**src/rtl/mem_align_bridge.sv**
```systemverilog
// CPU load/store to aligned memory-beat bridge: splits unaligned byte/half/word
// accesses into MEM_W-wide beats, reassembles read data and flags window faults.
module mem_align_bridge #(
    parameter int          MEM_W     = 16,
    parameter logic [31:0] WIN_BASE  = 32'h0001_0000,
    parameter logic [31:0] WIN_LIMIT = 32'h8000_0000
) (
    input  logic               clk,
    input  logic               reset,
    input  logic               req,
    input  logic               req_rw,
    input  logic [31:0]        req_addr,
    input  logic [1:0]         req_size,
    input  logic [31:0]        req_wdata,
    output logic               rsp_valid,
    output logic               rsp_err,
    output logic [31:0]        rsp_rdata,
    output logic               mem_req,
    output logic               mem_rw,
    output logic [31:0]        mem_addr,
    output logic [MEM_W/8-1:0] mem_be,
    output logic [MEM_W-1:0]   mem_wdata,
    input  logic [MEM_W-1:0]   mem_rdata,
    input  logic               mem_ack
);

    localparam int L  = MEM_W / 8;
    localparam int LW = $clog2(L);

    typedef enum logic [1:0] {S_IDLE, S_BEAT, S_RESP, S_HOLD} state_t;

    state_t      r_state;
    logic [31:0] r_addr;
    logic [31:0] r_wdata;
    logic [1:0]  r_size;
    logic [1:0]  r_idx;
    logic [1:0]  r_last;
    logic        r_rw;

    logic [31:0]      w_src_addr;
    logic [31:0]      w_src_wdata;
    logic [1:0]       w_src_size;
    logic [1:0]       w_src_idx;
    logic [31:0]      w_beat_addr;
    logic [L-1:0]     w_beat_be;
    logic [MEM_W-1:0] w_beat_wdata;
    logic [31:0]      w_rdata_next;
    logic [32:0]      w_end;
    logic             w_fault;
    logic [1:0]       w_last_in;

    function automatic int size_bytes(input logic [1:0] size);
        case (size)
            2'd0:    return 1;
            2'd1:    return 2;
            default: return 4;
        endcase
    endfunction

    // Position within the CPU access of the byte carried by lane j of beat idx.
    function automatic int lane_pos(input logic [LW-1:0] off, input logic [1:0] idx, input int j);
        return int'(idx) * L + j - int'(off);
    endfunction

    // In IDLE the first beat is built from the live request; in BEAT the
    // following beat is built from the latched request.
    always_comb begin
        // NOTE: every always_comb output gets a default first so no path infers a latch.
        w_src_addr   = (r_state == S_IDLE) ? req_addr  : r_addr;
        w_src_wdata  = (r_state == S_IDLE) ? req_wdata : r_wdata;
        w_src_size   = (r_state == S_IDLE) ? req_size  : r_size;
        w_src_idx    = (r_state == S_IDLE) ? 2'd0      : r_idx + 2'd1;
        w_beat_addr  = {w_src_addr[31:LW], {LW{1'b0}}} + 32'(w_src_idx) * 32'(L);
        w_beat_be    = '0;
        w_beat_wdata = '0;
        for (int j = 0; j < L; j++) begin
            for (int k = 0; k < 4; k++) begin
                if (lane_pos(w_src_addr[LW-1:0], w_src_idx, j) == k && k < size_bytes(w_src_size)) begin
                    w_beat_be[j]           = 1'b1;
                    w_beat_wdata[8*j +: 8] = w_src_wdata[8*k +: 8];
                end
            end
        end
    end

    always_comb begin
        w_rdata_next = rsp_rdata;
        for (int j = 0; j < L; j++) begin
            for (int k = 0; k < 4; k++) begin
                if (lane_pos(r_addr[LW-1:0], r_idx, j) == k && k < size_bytes(r_size)) begin
                    w_rdata_next[8*k +: 8] = mem_rdata[8*j +: 8];
                end
            end
        end
    end

    // Window end is computed in 33 bits so an access straddling 2^32 cannot wrap into range.
    always_comb begin
        w_end     = {1'b0, req_addr} + 33'(size_bytes(req_size)) - 33'd1;
        w_fault   = (req_size == 2'd3) || (req_addr < WIN_BASE) || (w_end >= {1'b0, WIN_LIMIT});
        w_last_in = 2'((int'(req_addr[LW-1:0]) + size_bytes(req_size) - 1) / L);
    end

    always_ff @(posedge clk) begin
        // NOTE: sequential state uses non-blocking assignments only, so every
        // register samples the pre-edge values regardless of statement order.
        if (!reset) begin
            r_state   <= S_IDLE;
            r_addr    <= '0;
            r_wdata   <= '0;
            r_size    <= '0;
            r_idx     <= '0;
            r_last    <= '0;
            r_rw      <= 1'b0;
            rsp_valid <= 1'b0;
            rsp_err   <= 1'b0;
            rsp_rdata <= '0;
            mem_req   <= 1'b0;
            mem_rw    <= 1'b0;
            mem_addr  <= '0;
            mem_be    <= '0;
            mem_wdata <= '0;
        end else begin
            case (r_state)
                S_IDLE: begin
                    if (req) begin
                        r_addr  <= req_addr;
                        r_wdata <= req_wdata;
                        r_size  <= req_size;
                        r_rw    <= req_rw;
                        if (w_fault) begin
                            rsp_valid <= 1'b1;
                            rsp_err   <= 1'b1;
                            r_state   <= S_RESP;
                        end else begin
                            rsp_rdata <= '0;
                            r_idx     <= 2'd0;
                            r_last    <= w_last_in;
                            mem_req   <= 1'b1;
                            mem_rw    <= req_rw;
                            mem_addr  <= w_beat_addr;
                            mem_be    <= w_beat_be;
                            mem_wdata <= w_beat_wdata;
                            r_state   <= S_BEAT;
                        end
                    end
                end
                S_BEAT: begin
                    if (mem_req && mem_ack) begin
                        if (!r_rw) begin
                            rsp_rdata <= w_rdata_next;
                        end
                        if (r_idx == r_last) begin
                            mem_req   <= 1'b0;
                            rsp_valid <= 1'b1;
                            rsp_err   <= 1'b0;
                            r_state   <= S_RESP;
                        end else begin
                            r_idx     <= r_idx + 2'd1;
                            mem_addr  <= w_beat_addr;
                            mem_be    <= w_beat_be;
                            mem_wdata <= w_beat_wdata;
                        end
                    end
                end
                S_RESP: begin
                    rsp_valid <= 1'b0;
                    rsp_err   <= 1'b0;
                    r_state   <= S_HOLD;
                end
                S_HOLD: begin
                    if (!req) begin
                        r_state <= S_IDLE;
                    end
                end
                default: r_state <= S_IDLE;
            endcase
        end
    end

endmodule
```
**config.mk**
```make
export PLATFORM = sky130hd
export DESIGN_NAME = mem_align_bridge
export DESIGN_NICKNAME = d
export VERILOG_FILES = /design/src/rtl/mem_align_bridge.sv
export SDC_FILE = /design/constraint.sdc
export NUM_CORES = 1
export LEC_CHECK = 0
export CORE_MARGIN = 1.5
export CORE_UTILIZATION = 50
export CTS_CLUSTER_SIZE = 14
export DETAILED_ROUTE_END_ITERATION = 16
export GPL_ROUTABILITY_DRIVEN = 0
export GPL_TIMING_DRIVEN = 0
export PLACE_DENSITY = 0.77
export SLEW_MARGIN = 40
export SYNTH_ARGS = -nofsm -noshare
export SYNTH_HDL_FRONTEND = slang
export SYNTH_SLANG_ARGS = --single-unit
```
**constraint.sdc**
```tcl
create_clock -name clk -period 5.45 [get_ports clk]
set_clock_uncertainty 0.1 [all_clocks]
set_input_delay 0.545 -clock clk [delete_from_list [all_inputs] [get_ports clk]]
set_output_delay 0.545 -clock clk [all_outputs]
set_load 0.005 [all_outputs]
```
==> flow_metrics.py <==
metrics = {
    "cts": {
        "cts_tree": "done",
        "cts_root_buffer": "clkbuf_16",
        "hold_buffers": 0,
        "cts_buffers": 17,
        "path_clk_slew_ns": 0.07,
        "clkLatencyLatePin_ns": 0.45,
        "cts_buffer_depth": 2,
        "cts_max_level": 4,
        "cts_num_sinks": 158,
    },
    "power": {
        "peakVddDrop_v": 0.0002781,
        "clock_power_share_pct": 24.0,
        "p_sw_share_pct": 39.25,
        "seqPwrFrac_pct": 29.3,
        "netSwitchingPower_uw": 2030,
        "p_leak_uw": 0.005231,
        "p_comb_share_pct": 46.7,
        "power_density_mw_per_mm2": 419.9,
        "internal_power_uw": 3142,
    },
    "setup_path": {
        "end_kind": "flip-flop",
        "cp.required_ns": 5.73,
        "crit_fanout": 10,
        "cp.arrival_ns": 5.45,
        "critPathLaunchType": "flip-flop",
        "worst-setup-path-type": "flip-flop to flip-flop",
    },
    "sta": {
        "hold_viol": 0,
        "slew_headroom_pct": 39.03,
        "tightest_slew_ns": 0.9146,
        "rsz0062_at_grt": "no",
        "final-max-slew-violation-count": 0,
        "setup_violations": 0,
        "min_period_ns": 5.172,
        "clock.fmax_mhz": 193.3,
        "period_share_pct": 94.90,
    },
    "yosys": {
        "yosysWarnings": 0,
        "synth_edf_count": 0,
        "ys_types": 73,
        "synth_area_leaders": "dfxtp_1, nand2_1, mux2i_1",
        "ys_seq_elements": 158,
        "synth_area_sq_mm": 0.009632,
        "netlist.area_leader.share_pct": 32.84,
        "ys.flop_type": "dfxtp_1",
        "async_flop_share_pct": 0,
        "syn_avg_cell_area_sq_um": 8.169,
        "ys_seq_area_share_pct": 32.84,
        "synth_top_area_cell": "dfxtp_1",
        "yosys-top-cells-count": "nand2_1, dfxtp_1, a21oi_1",
        "synthMostInstantiatedCell": "nand2_1",
        "synthCells": 1179,
    },
    "placement": {
        "dpl_cell_area_sq_mm": 0.01167,
        "dp_hpwl_um": 21390,
        "port_buffers": 170,
        "place_inst": 1585,
    },
    "detailed_routing": {
        "wl_per_cell_um": 17.43,
        "drc": 0,
        "first_pass_iters": 8,
        "vias": 9227,
        "viasPerCell": 5.706,
        "drt_iter0_drc": 883,
        "drtAntennaViolNets": 0,
        "wirelength_um": 28180,
    },
    "final_layout": {
        "fillers": 1599,
        "fin_cells": 1617,
        "syn2layout_area_growth_pct": 27.86,
        "drive_gt1_share_pct": 8.821,
        "fin_nets": 1516,
        "fin_area_sq_mm": 0.01232,
        "n_antenna_cell": 0,
        "finish.utilization_pct": 65.62,
    },
    "flow_run": {
        "maxCapViolCount": 0,
    },
    "die": {
        "start_util_pct": 51.32,
        "die_area_sq_mm": 0.02010,
        "die_w_um": 141.8,
        "die_h_um": 141.8,
        "core_sq_mm": 0.01877,
        "ios": 173,
        "fp-row-count": 50,
    },
    "min_path": {
        "hold_path.class": "flip-flop to flip-flop",
    },
    "global_route": {
        "grt_pass1_wl_um": 44240,
        "grt_use_met1_pct": 36.94,
        "grtUsageMet2_pct": 45.67,
        "overflow": 0,
        "grt_pass1_vias": 8578,
        "grt_max_degree": 20,
        "grt_util_met3_pct": 5.096,
        "grt.busiest_layer": "met2",
        "grt_use_total_pct": 27.90,
        "antenna_found_initial": 0,
    },
    "status": {
        "outcome": "complete, no violations",
    },
}
[metrics by stage]
stage / setup WS, ns / TNS (ns) / hold slack [ns] / total power [uW]
finish: 0.2780 / 0 / 0.3539 / 5171
global route: 0.004651 / 0 / 0.3668 / 5435
CTS: 0.05393 / 0 / 0.3555 / 5128
detailed placement: -0.5689 / -3.244 / 0.3455 / 3902
global placement: -1.025 / -6.901 / 0.3390 / 3852
floorplan: 0.7153 / 0 / 0.3338 / 3080
[flip-flops by register name, summed over array words and instances, names as in the netlist, 2 cells and up]
name and flops:
r_last 2, rsp_rdata 32, r_addr 32, r_wdata 32, mem_be 2, r_size 2, mem_wdata 16, r_idx 2
r_state 2, mem_addr 31
[power by group through the flow]
stage	registers (uW)	logic, uW	clock network [uW]
2_1_floorplan	1520	1560	0
3_3_place_gp	1530	2320	0
3_5_place_dp	1530	2370	0
4_1_cts	1510	2370	1240
5_1_grt	1540	2610	1290
6_report	1510	2420	1240
[cells by family (layout without fill, tap and decap cells)]
logic type | after synthesis | after routing | synth area share, %
and+or+nand+nor | 443 | 443 | 20.37
other | 1 | 2 | 0.03893
muxes | 161 | 161 | 17.41
xor gates and xnor gates | 28 | 28 | 2.546
adders and majority gates | 58 | 58 | 7.690
buffers and inverters | 124 | 327 | 5.482
AOI/OAI and AO/OA | 206 | 206 | 13.63
DFF | 158 | 158 | 32.84
[cell type report]
type	instances	area, sq um	area share [%]
buffer	68	320.3	2.601
clock buffer	17	425.4	3.454
clock inverter	14	175.2	1.422
inverter	55	206.4	1.676
multi-input combinational	898	6005	48.76
sequential	158	3163	25.68
tap	234	292.8	2.377
timing repair buffer	173	1728	14.03
[worst max-delay path, cell delays in order, from the launching register on]
cell	delay, ns
dfxtp_1	0.42
inv_1	0.09
ha_1	0.21
buf_4	0.20
buf_2	0.24
buf_2	0.27
buf_1	0.42
nor2_2	0.57
ha_1	0.28
fa_1	0.21
a21boi_1	0.29
and4b_1	0.37
and2_1	0.16
clkbuf_1	0.31
nand2_1	0.18
nor4b_1	0.39
xnor2_1	0.17
nand2_1	0.07
mux2i_1	0.14
[cells in the final DEF, fill, tap and decap left out, drive strengths merged, types with 3 or more instances in the layout]
| master | count |
|---|---|
| xor2 | 9 |
| a41o | 7 |
| clkinv | 3 |
| buf | 20 |
| nand3b | 11 |
| mux2i | 109 |
| nor4b | 4 |
| nand4 | 3 |
| nor4 | 3 |
| a311oi | 11 |
| clkbuf | 68 |
| or3 | 3 |
| dfxtp | 158 |
| o31ai | 3 |
| and3 | 8 |
| clkdlybuf4s50 | 170 |
| nor2b | 7 |
| mux2 | 52 |
| nor2 | 40 |
| a21oi | 111 |
| nor3b | 4 |
| ha | 56 |
| nor3 | 9 |
| o21ai | 29 |
| and4 | 3 |
| nand3 | 20 |
| a221o | 7 |
| a222oi | 7 |
| and2 | 5 |
| inv | 62 |
| xnor2 | 19 |
| nand2b | 5 |
| nand2 | 309 |
[what timing repair did]
action | CTS | global route
gates resized for setup | 2 | 3
setup buffers | 0 | 1
pin swaps | 0 | 1
endpoints found under the setup margin | 16 | 8
hold endpoints to repair | 0 | 0
[per-layer routing]
layer	vias up	routed length, um
met4	0	618
met2	403	13120
met3	50	2100
met5	-	0
li1	4457	-
met1	4317	12340
[path summary, 6_finish.rpt]
kind / start / end / slack, ns / depth (start not counted)
worst max register to register: r_state[0] / mem_addr[29] / 0.28 / 18
worst min-delay path: r_wdata[0] / r_wdata[0] / 0.35 / 2
worst min register to register: r_wdata[0] / r_wdata[0] / 0.35 / 2
worst max-delay path: r_state[0] / mem_addr[29] / 0.28 / 18
Power figures use the tool's default switching activity.
